### src/rtl/fifo_serial_tx.sv
// Purpose: drains a FIFO one word at a time onto a single-wire async serial line (start, W data bits LSB-first, stop).
// Latency: pop strobe one cycle after en&&!fifo_empty is sampled in IDLE; tx falls two cycles after the pop cycle.
// Backpressure: paced only by bit timing; pops at most one word per frame and never while the FIFO reads empty.
//
// Ports:
//   clk, rst        rising-edge clock, asynchronous active-low reset
//   en              transmit enable, sampled only in IDLE
//   fifo_empty      FIFO empty flag, sampled only in IDLE
//   fifo_dout       FIFO read data, valid the cycle after the pop strobe
//   fifo_rd_en      registered one-cycle pop strobe
//   tx              registered serial line, idle high
//   busy            high from the pop cycle through the last stop-bit cycle
//   frame_done      one-cycle pulse in the first IDLE cycle after a frame
module fifo_serial_tx #(
  parameter int W            = 4,
  parameter int CLKS_PER_BIT = 4
) (
  input  logic         clk,
  input  logic         rst,
  input  logic         en,
  input  logic         fifo_empty,
  input  logic [W-1:0] fifo_dout,
  output logic         fifo_rd_en,
  output logic         tx,
  output logic         busy,
  output logic         frame_done
);

  localparam int CW = $clog2(CLKS_PER_BIT + 1);
  localparam int IW = $clog2(W + 1);
  localparam logic [CW-1:0] CNT_LAST = CW'(CLKS_PER_BIT - 1);
  localparam logic [IW-1:0] IDX_LAST = IW'(W - 1);

  typedef enum logic [2:0] {
    IDLE  = 3'd0,
    RD    = 3'd1,
    CAP   = 3'd2,
    START = 3'd3,
    DATA  = 3'd4,
    STOP  = 3'd5
  } state_t;

  state_t         state_q, state_d;
  logic [CW-1:0]  cnt_q, cnt_d;
  logic [IW-1:0]  idx_q, idx_d;
  logic [W-1:0]   shift_q, shift_d;
  logic           tx_d, rd_en_d, busy_d, done_d;

  always_ff @(posedge clk or negedge rst) begin
    if (!rst) begin
      state_q    <= IDLE;
      cnt_q      <= '0;
      idx_q      <= '0;
      shift_q    <= '0;
      tx         <= 1'b1;
      fifo_rd_en <= 1'b0;
      busy       <= 1'b0;
      frame_done <= 1'b0;
    end else begin
      state_q    <= state_d;
      cnt_q      <= cnt_d;
      idx_q      <= idx_d;
      shift_q    <= shift_d;
      tx         <= tx_d;
      fifo_rd_en <= rd_en_d;
      busy       <= busy_d;
      frame_done <= done_d;
    end
  end

  // Outputs are derived from the next state so that, once registered, they
  // line up exactly with the state they describe.
  always_comb begin
    state_d = state_q;
    cnt_d   = cnt_q;
    idx_d   = idx_q;
    shift_d = shift_q;

    case (state_q)
      IDLE: begin
        cnt_d = '0;
        idx_d = '0;
        if (en && !fifo_empty) state_d = RD;
      end
      RD: begin
        state_d = CAP;
      end
      CAP: begin
        // FIFO popped at the previous edge, so fifo_dout now holds the word.
        shift_d = fifo_dout;
        cnt_d   = '0;
        state_d = START;
      end
      START: begin
        if (cnt_q == CNT_LAST) begin
          cnt_d   = '0;
          idx_d   = '0;
          state_d = DATA;
        end else begin
          cnt_d = cnt_q + CW'(1);
        end
      end
      DATA: begin
        if (cnt_q == CNT_LAST) begin
          cnt_d = '0;
          if (idx_q == IDX_LAST) begin
            idx_d   = '0;
            state_d = STOP;
          end else begin
            idx_d   = idx_q + IW'(1);
            shift_d = shift_q >> 1;
          end
        end else begin
          cnt_d = cnt_q + CW'(1);
        end
      end
      STOP: begin
        if (cnt_q == CNT_LAST) begin
          cnt_d   = '0;
          state_d = IDLE;
        end else begin
          cnt_d = cnt_q + CW'(1);
        end
      end
      default: begin
        state_d = IDLE;
        cnt_d   = '0;
        idx_d   = '0;
      end
    endcase

    tx_d    = 1'b1;
    if (state_d == START) tx_d = 1'b0;
    if (state_d == DATA)  tx_d = shift_d[0];
    rd_en_d = (state_d == RD);
    busy_d  = (state_d != IDLE);
    done_d  = (state_q == STOP) && (state_d == IDLE);
  end

endmodule

### config.mk
export PLATFORM = sky130hd
export DESIGN_NAME = fifo_serial_tx
export DESIGN_NICKNAME = d
export VERILOG_FILES = /design/src/rtl/fifo_serial_tx.sv
export SDC_FILE = /design/constraint.sdc
export NUM_CORES = 1
export LEC_CHECK = 0
export CAP_MARGIN = 20
export CORE_MARGIN = 10
export CORE_UTILIZATION = 50
export CTS_CLUSTER_SIZE = 10
export DETAILED_ROUTE_END_ITERATION = 8
export PLACE_DENSITY = 0.72
export SLEW_MARGIN = 25
export SYNTH_ARGS = -nofsm -noshare
export SYNTH_HDL_FRONTEND = slang
export SYNTH_SLANG_ARGS = --single-unit
### constraint.sdc
create_clock -name clk -period 1.9 [get_ports clk]
set_clock_uncertainty 0.15 [all_clocks]
set_input_delay 0.475 -clock clk [delete_from_list [all_inputs] [get_ports clk]]
set_output_delay 0.475 -clock clk [all_outputs]
set_load 0.05 [all_outputs]
# ---- Word level (Yosys, flattened, before mapping)
# Index checks and enable logic that the tools add are counted.
dict set report totals {
  register_bits 17
  in_bits 8
  out_inout_bits 4
  elab_cells 53
}
dict set report op_classes {
  n_addsub 2
  n_eq_ne 13
  mux 17
  bitwise_logic 1
  n_reduce_logical 11
}
# op count
set ops {}
lappend ops {{3-bit 2-to-1 mux} 9}
lappend ops {{3-bit case mux with 6 select lines} 1}
lappend ops {{3-bit by 2-bit equality test with 1-bit output, second input constant} 5}
lappend ops {{3-bit equality test, second input constant} 3}
lappend ops {{3-bit case mux with 3 select lines} 1}
lappend ops {{4-bit 2-to-1 mux} 2}
lappend ops {{4-bit case mux with 2 select lines} 1}
lappend ops {{3-bit by 1-bit adder with 3-bit output, second input constant} 2}
lappend ops {{3-bit by 1-bit equality test with 1-bit output, second input constant} 2}
lappend ops {{3-bit zero test} 2}
lappend ops {{2-bit inequality test, second input constant} 3}
lappend ops {{3-bit case mux with 2 select lines} 1}
lappend ops {{3-bit AND reduction} 2}
lappend ops {{3-bit OR reduction} 2}
lappend ops {{3-bit nonzero test} 1}
lappend ops {{1-bit logical AND} 2}
lappend ops {{1-bit 2-to-1 mux} 2}
lappend ops {{2-bit nonzero test} 1}
lappend ops {{1-bit zero test} 1}
lappend ops {{1-bit inverter} 1}

# ---- Depth between registers and ports, before layout
dict set report logic_depth {
  ltp_word 7
  mapped_depth 7
}

# ---- Worst setup path after synthesis
# Ideal clock, no wire load.
dict set report synth_timing {
  kind {flip-flop to flip-flop}
  startpoint {register cnt_q[0]}
  endpoint {register shift_q[0]}
  arrival_time_ns 1.459
  t_required_ns 1.631
  path_slack_ns 0.172
  path_stages_with_launch 7
  synth_period_minus_slack_ns 1.728
  path_cell_list {dfrtp_1 ha_1 nor2b_4 buf_6 and4_4 a22o_2 a21o_2}
}
dict set report synth_between {
  elab_chain_cells 3
}
# item line
set synth_rtl {}
lappend synth_rtl {{start: declaration} 44} ;# logic [CW-1:0] cnt_q, cnt_d;
lappend synth_rtl {{start signal: assignment} 61} ;# cnt_q <= cnt_d;
lappend synth_rtl {{3-bit by 2-bit equality test with 1-bit output} 104} ;# if (cnt_q == CNT_LAST) begin
lappend synth_rtl {{4-bit 2-to-1 mux} 104}
lappend synth_rtl {{4-bit case mux with 2 select lines} 79} ;# case (state_q)
lappend synth_rtl {{via shift_d[0]} 46} ;# logic [W-1:0] shift_q, shift_d;
lappend synth_rtl {{end signal: assignment} 63} ;# shift_q <= shift_d;
lappend synth_rtl {{end: declaration} 46}
# The timed path passes the listed nets, and every way through them passes these cells. The select of a mux whose other input is x is not followed.
# A chain may end at the register's enable or synchronous reset.

# ---- Final worst setup path
dict set report layout_timing {
  startpoint {register cnt_q[0]}
  endpoint {register tx}
}
dict set report layout_between {
  elab_chain_cells 6
}
# item line
set layout_rtl {}
lappend layout_rtl {{3-bit by 2-bit equality test with 1-bit output *} {95, 104, 118}}
lappend layout_rtl {{3-bit 2-to-1 mux (on tied branches)} {118, 104, 95}}
lappend layout_rtl {{3-bit case mux with 6 select lines} 79}
lappend layout_rtl {{3-bit by 2-bit equality test with 1-bit output} 133} ;# if (state_d == START) tx_d = 1'b0;
lappend layout_rtl {{1-bit 2-to-1 mux} 133}
lappend layout_rtl {{1-bit 2-to-1 mux *} 134} ;# if (state_d == DATA) tx_d = shift_d[0];
lappend layout_rtl {{via tx_d} 47} ;# logic tx_d, rd_en_d, busy_d, done_d;
lappend layout_rtl {{end signal: assignment} 64} ;# tx <= tx_d;
lappend layout_rtl {{end: declaration} 24} ;# output logic tx,
# Mark *: on every way through the listed nets, which the timed path passes. The rest lies on a longest branch. The select of a mux whose other input is x is not followed.

==> impl_metrics.csv <==
group,metric,value,unit
cts,ctsResizeCount,0,
detailed_routing,routed_wl,1710,um
sta,setup_tns,0,ns
sta,grt_setup_unrepaired,"no",
detailed_routing,routedWlPerCell,14.62,um
global_route,grt_pass1_wl,2973,um
final_layout,drive_above_1_share,24.00,%
detailed_routing,final_antenna_net_count,0,
pwr,clockPowerShare,14.5,%
detailed_routing,firstDrtPassIters,4,
cts,clock-sinks,17,
final_layout,fin_area,1040,sq um
worst_setup_path,crit_type,"flip-flop to flip-flop",
pwr,p_leak,0.0004587,uW
logic_synthesis,ys_seq_elements,17,
cts,numCtsBuffers,3,
worst_setup_path,reg2reg_to,"tx$_DFF_PN1_",
final_layout,n_antenna_cell,0,
detailed_routing,post-route-drc-count,0,
run,drv_cap,0,
pwr,peakVddDrop,0.8289,mV
min_path,hold_path_startpoint,"shift_q[1]$_DFFE_PN0P_",
cts,cts_tree,"done",
global_route,grt_max_degree,18,
run_status,outcome,"finished clean",
placement,hpwlAfterDp,1281,um
logic_synthesis,syn_area,878.3,sq um
worst_setup_path,end_kind,"flip-flop",
floorplan,dieArea,3833,sq um
logic_synthesis,synth_top_area_share,45.58,%
placement,place_ws,0.1483,ns
worst_setup_path,cp_slowest_cell,"dfrtp_1",
worst_setup_path,crit_fanout,4,
sta,hold_violations,0,
worst_setup_path,reg2reg_slack,0.13,ns
cts,clock_latency,0.28,ns
logic_synthesis,ys_top_cells_by_area,"dfrtp_1, nand2_1, dfstp_2, nor2_1, ha_1",
logic_synthesis,synth_cells,86,
cts,clk_pin_slew,0.09,ns
worst_setup_path,cpMostUsedCell,"nor2_1",
pwr,combinationalPowerShare,43.6,%
logic_synthesis,synth_nets,96,
pwr,seq_power_share,41.9,%
worst_setup_path,crit_chain,"ha_1 > or2b_2 > nor2_1 > or3_1 > a221oi_2 > nor2_1",
placement,gp_congestion,0.7916,
final_layout,final_nets,111,
logic_synthesis,synth_seq_area_share,48.58,%
pwr,p_int,815.5,uW
min_path,worstHoldPathCells,2,
cts,cts_hold_buf,0,
logic_synthesis,synthFlopType,"dfrtp_1",
final_layout,nFillCells,147,
floorplan,design.core.area,1689,sq um
min_path,hold_class,"flip-flop to flip-flop",
worst_setup_path,worstSetupStartpointType,"flip-flop",
sta,fmax,0.5655,GHz
sta,finalCritPeriodShare,93.07,%
sta,relSlewSlack,78.38,%
floorplan,ios,12,
logic_synthesis,ys_warn_count,0,
placement,placed_area,1013,sq um
pwr,switching_share,38.69,%
cts,cts_root_buf,"clkbuf_4",
final_layout,multiInputGateArea,422.9,sq um
worst_setup_path,arrival,1.84,ns
global_route,grt_pass1_vias,688,
final_layout,synthToLayoutAreaGrowth,18.38,%
sta,drv_slew,0,
sta,worst_pin_slew,0.3243,ns
cts,h-tree-depth,1,
worst_setup_path,r2r_cells,6,
worst_setup_path,required,1.97,ns
floorplan,fp.dieW,61.91,um
detailed_routing,dr.first_iter.drc_count,20,
final_layout,register_area,426.7,sq um
detailed_routing,vias_per_cell,5.752,
logic_synthesis,post_synth_num_cell_types,38,
floorplan,rows,15,
cts,postCtsSetupBuffers,0,
detailed_routing,vias,673,
floorplan,die-height,61.91,um
sta,fin_crit,1.768,ns
cts,clk_path_buf_depth,2,
pwr,power.density,1279,nW/um^2
pwr,p_sw,514.7,uW
sta,finalSetupViolCount,0,
global_route,grt_use_total,10.24,%
logic_synthesis,syn_area_per_cell,10.21,sq um
logic_synthesis,yosysTopAreaCell,"dfrtp_1",
global_route,grt_overflow_total,0,
worst_setup_path,reg2reg_from,"cnt_q[0]$_DFFE_PN0N_",
sta,fin_hold_ws,0.3542,ns
sta,worst_slack,0.1316,ns
global_route,grt_antenna_before_repair,0,
worst_setup_path,critPathMaxStageDelay,0.42,ns
logic_synthesis,synthArstFlopShare,100.0,%
floorplan,start_util,52.00,%
min_path,hold_end,"shift_q[1]$_DFFE_PN0P_",
logic_synthesis,synth-edff-count,0,
placement,portBuffers,11,
Yosys cell counts, types with 2 or more instances:
cell	count
nand3_1	2
nand2b_1	3
a21oi_1	2
clkbuf_1	2
o21ai_0	3
ha_1	2
nor2_1	7
nand2_1	12
a211oi_1	2
dfrtp_1	16
o21a_1	2
a22oi_1	3
o311a_1	2
nor2_2	2
nand4_1	2
buf_2	2
cells in the final DEF, fill, tap and decap left out, drive strengths merged:
cell,instances
o21a,2
nand4,2
clkbuf,4
nor2b,2
a21oi,2
ha,2
a21boi,1
nor3,1
a221oi,1
dfstp,1
clkdlybuf4s50,7
or2b,1
and4,1
o22ai,1
mux2i,1
nand2,12
a211oi,2
or3,1
a21o,1
and2b,2
nand3,2
o32ai,1
and2,1
buf,8
nor2,10
a22o,1
o311a,2
a32oi,1
o21ai,4
dfrtp,16
nand2b,4
a22oi,3
registers in the layout, summed over array words and instances, names as in the netlist:
signal / count
shift_q: 4
frame_done: 1
idx_q: 3
busy: 1
cnt_q: 3
tx: 1
fifo_rd_en: 1
state_q: 3
worst max path at each step:
stage,startpoint,end,slack (ns),depth (start not counted)
after floorplan,cnt_q[0]$_DFFE_PN0N_,shift_q[0]$_DFF_PN0_,0.17,6
after global placement,cnt_q[0]$_DFFE_PN0N_,tx$_DFF_PN1_,0.21,6
after detailed placement,cnt_q[0]$_DFFE_PN0N_,tx$_DFF_PN1_,0.15,6
after CTS,cnt_q[0]$_DFFE_PN0N_,tx$_DFF_PN1_,0.13,6
after global routing,cnt_q[0]$_DFFE_PN0N_,tx$_DFF_PN1_,0.03,6
final,cnt_q[0]$_DFFE_PN0N_,tx$_DFF_PN1_,0.13,6
cell families (layout without fill, tap and decap cells):
kind of cell	Yosys count	after routing	share of synthesized area [%]
simple gates	39	39	25.07
compound gates	22	22	19.09
flops	17	17	48.58
buf+inv	5	19	3.277
fa+ha+maj	2	2	2.849
mux	1	1	1.140
layer usage:
layer,routed length [um],vias to the layer above,share of wire (%),global-route usage (%)
li1,-,338,-,-
met2,796,11,47,15.81
met5,0,-,0,0
met3,87,4,5.1,2.846
met1,794,320,46,12.26
met4,32,0,1.9,6.369
per-stage QoR:
step / power, uW / instances / util, %
final: 1330 / 117 / 61.56
after floorplan: 995.2 / 86 / -
after CTS: 1340 / 117 / 61.56
after global routing: 1441 / 117 / 61.56
after global placement: 1129 / 113 / 60.00
after detailed placement: 1146 / 113 / 60.00
power groups by stage:
stage / clock network [uW] / logic, uW / registers (uW)
final: 192 / 580 / 557
after global routing: 224 / 648 / 570
after CTS: 199 / 586 / 556
after detailed placement: 0 / 582 / 564
after global placement: 0 / 569 / 559
after floorplan: 0 / 427 / 568
worst max-delay path: cells and delay by family, from the launching register on:
family	cells	cell delay (ns)
AOI/OAI and AO/OA	1	0.24
DFF	1	0.42
and+or+nand+nor	4	0.66
adders and majority gates	1	0.24
layout make-up:
class / count / share of cell area (%)
timing repair buffer: 15 / 13.72
multi-input combinational: 64 / 40.67
sequential: 17 / 41.03
tap: 17 / 2.046
clock buffer: 4 / 2.527
Power figures use the tool's default switching activity.
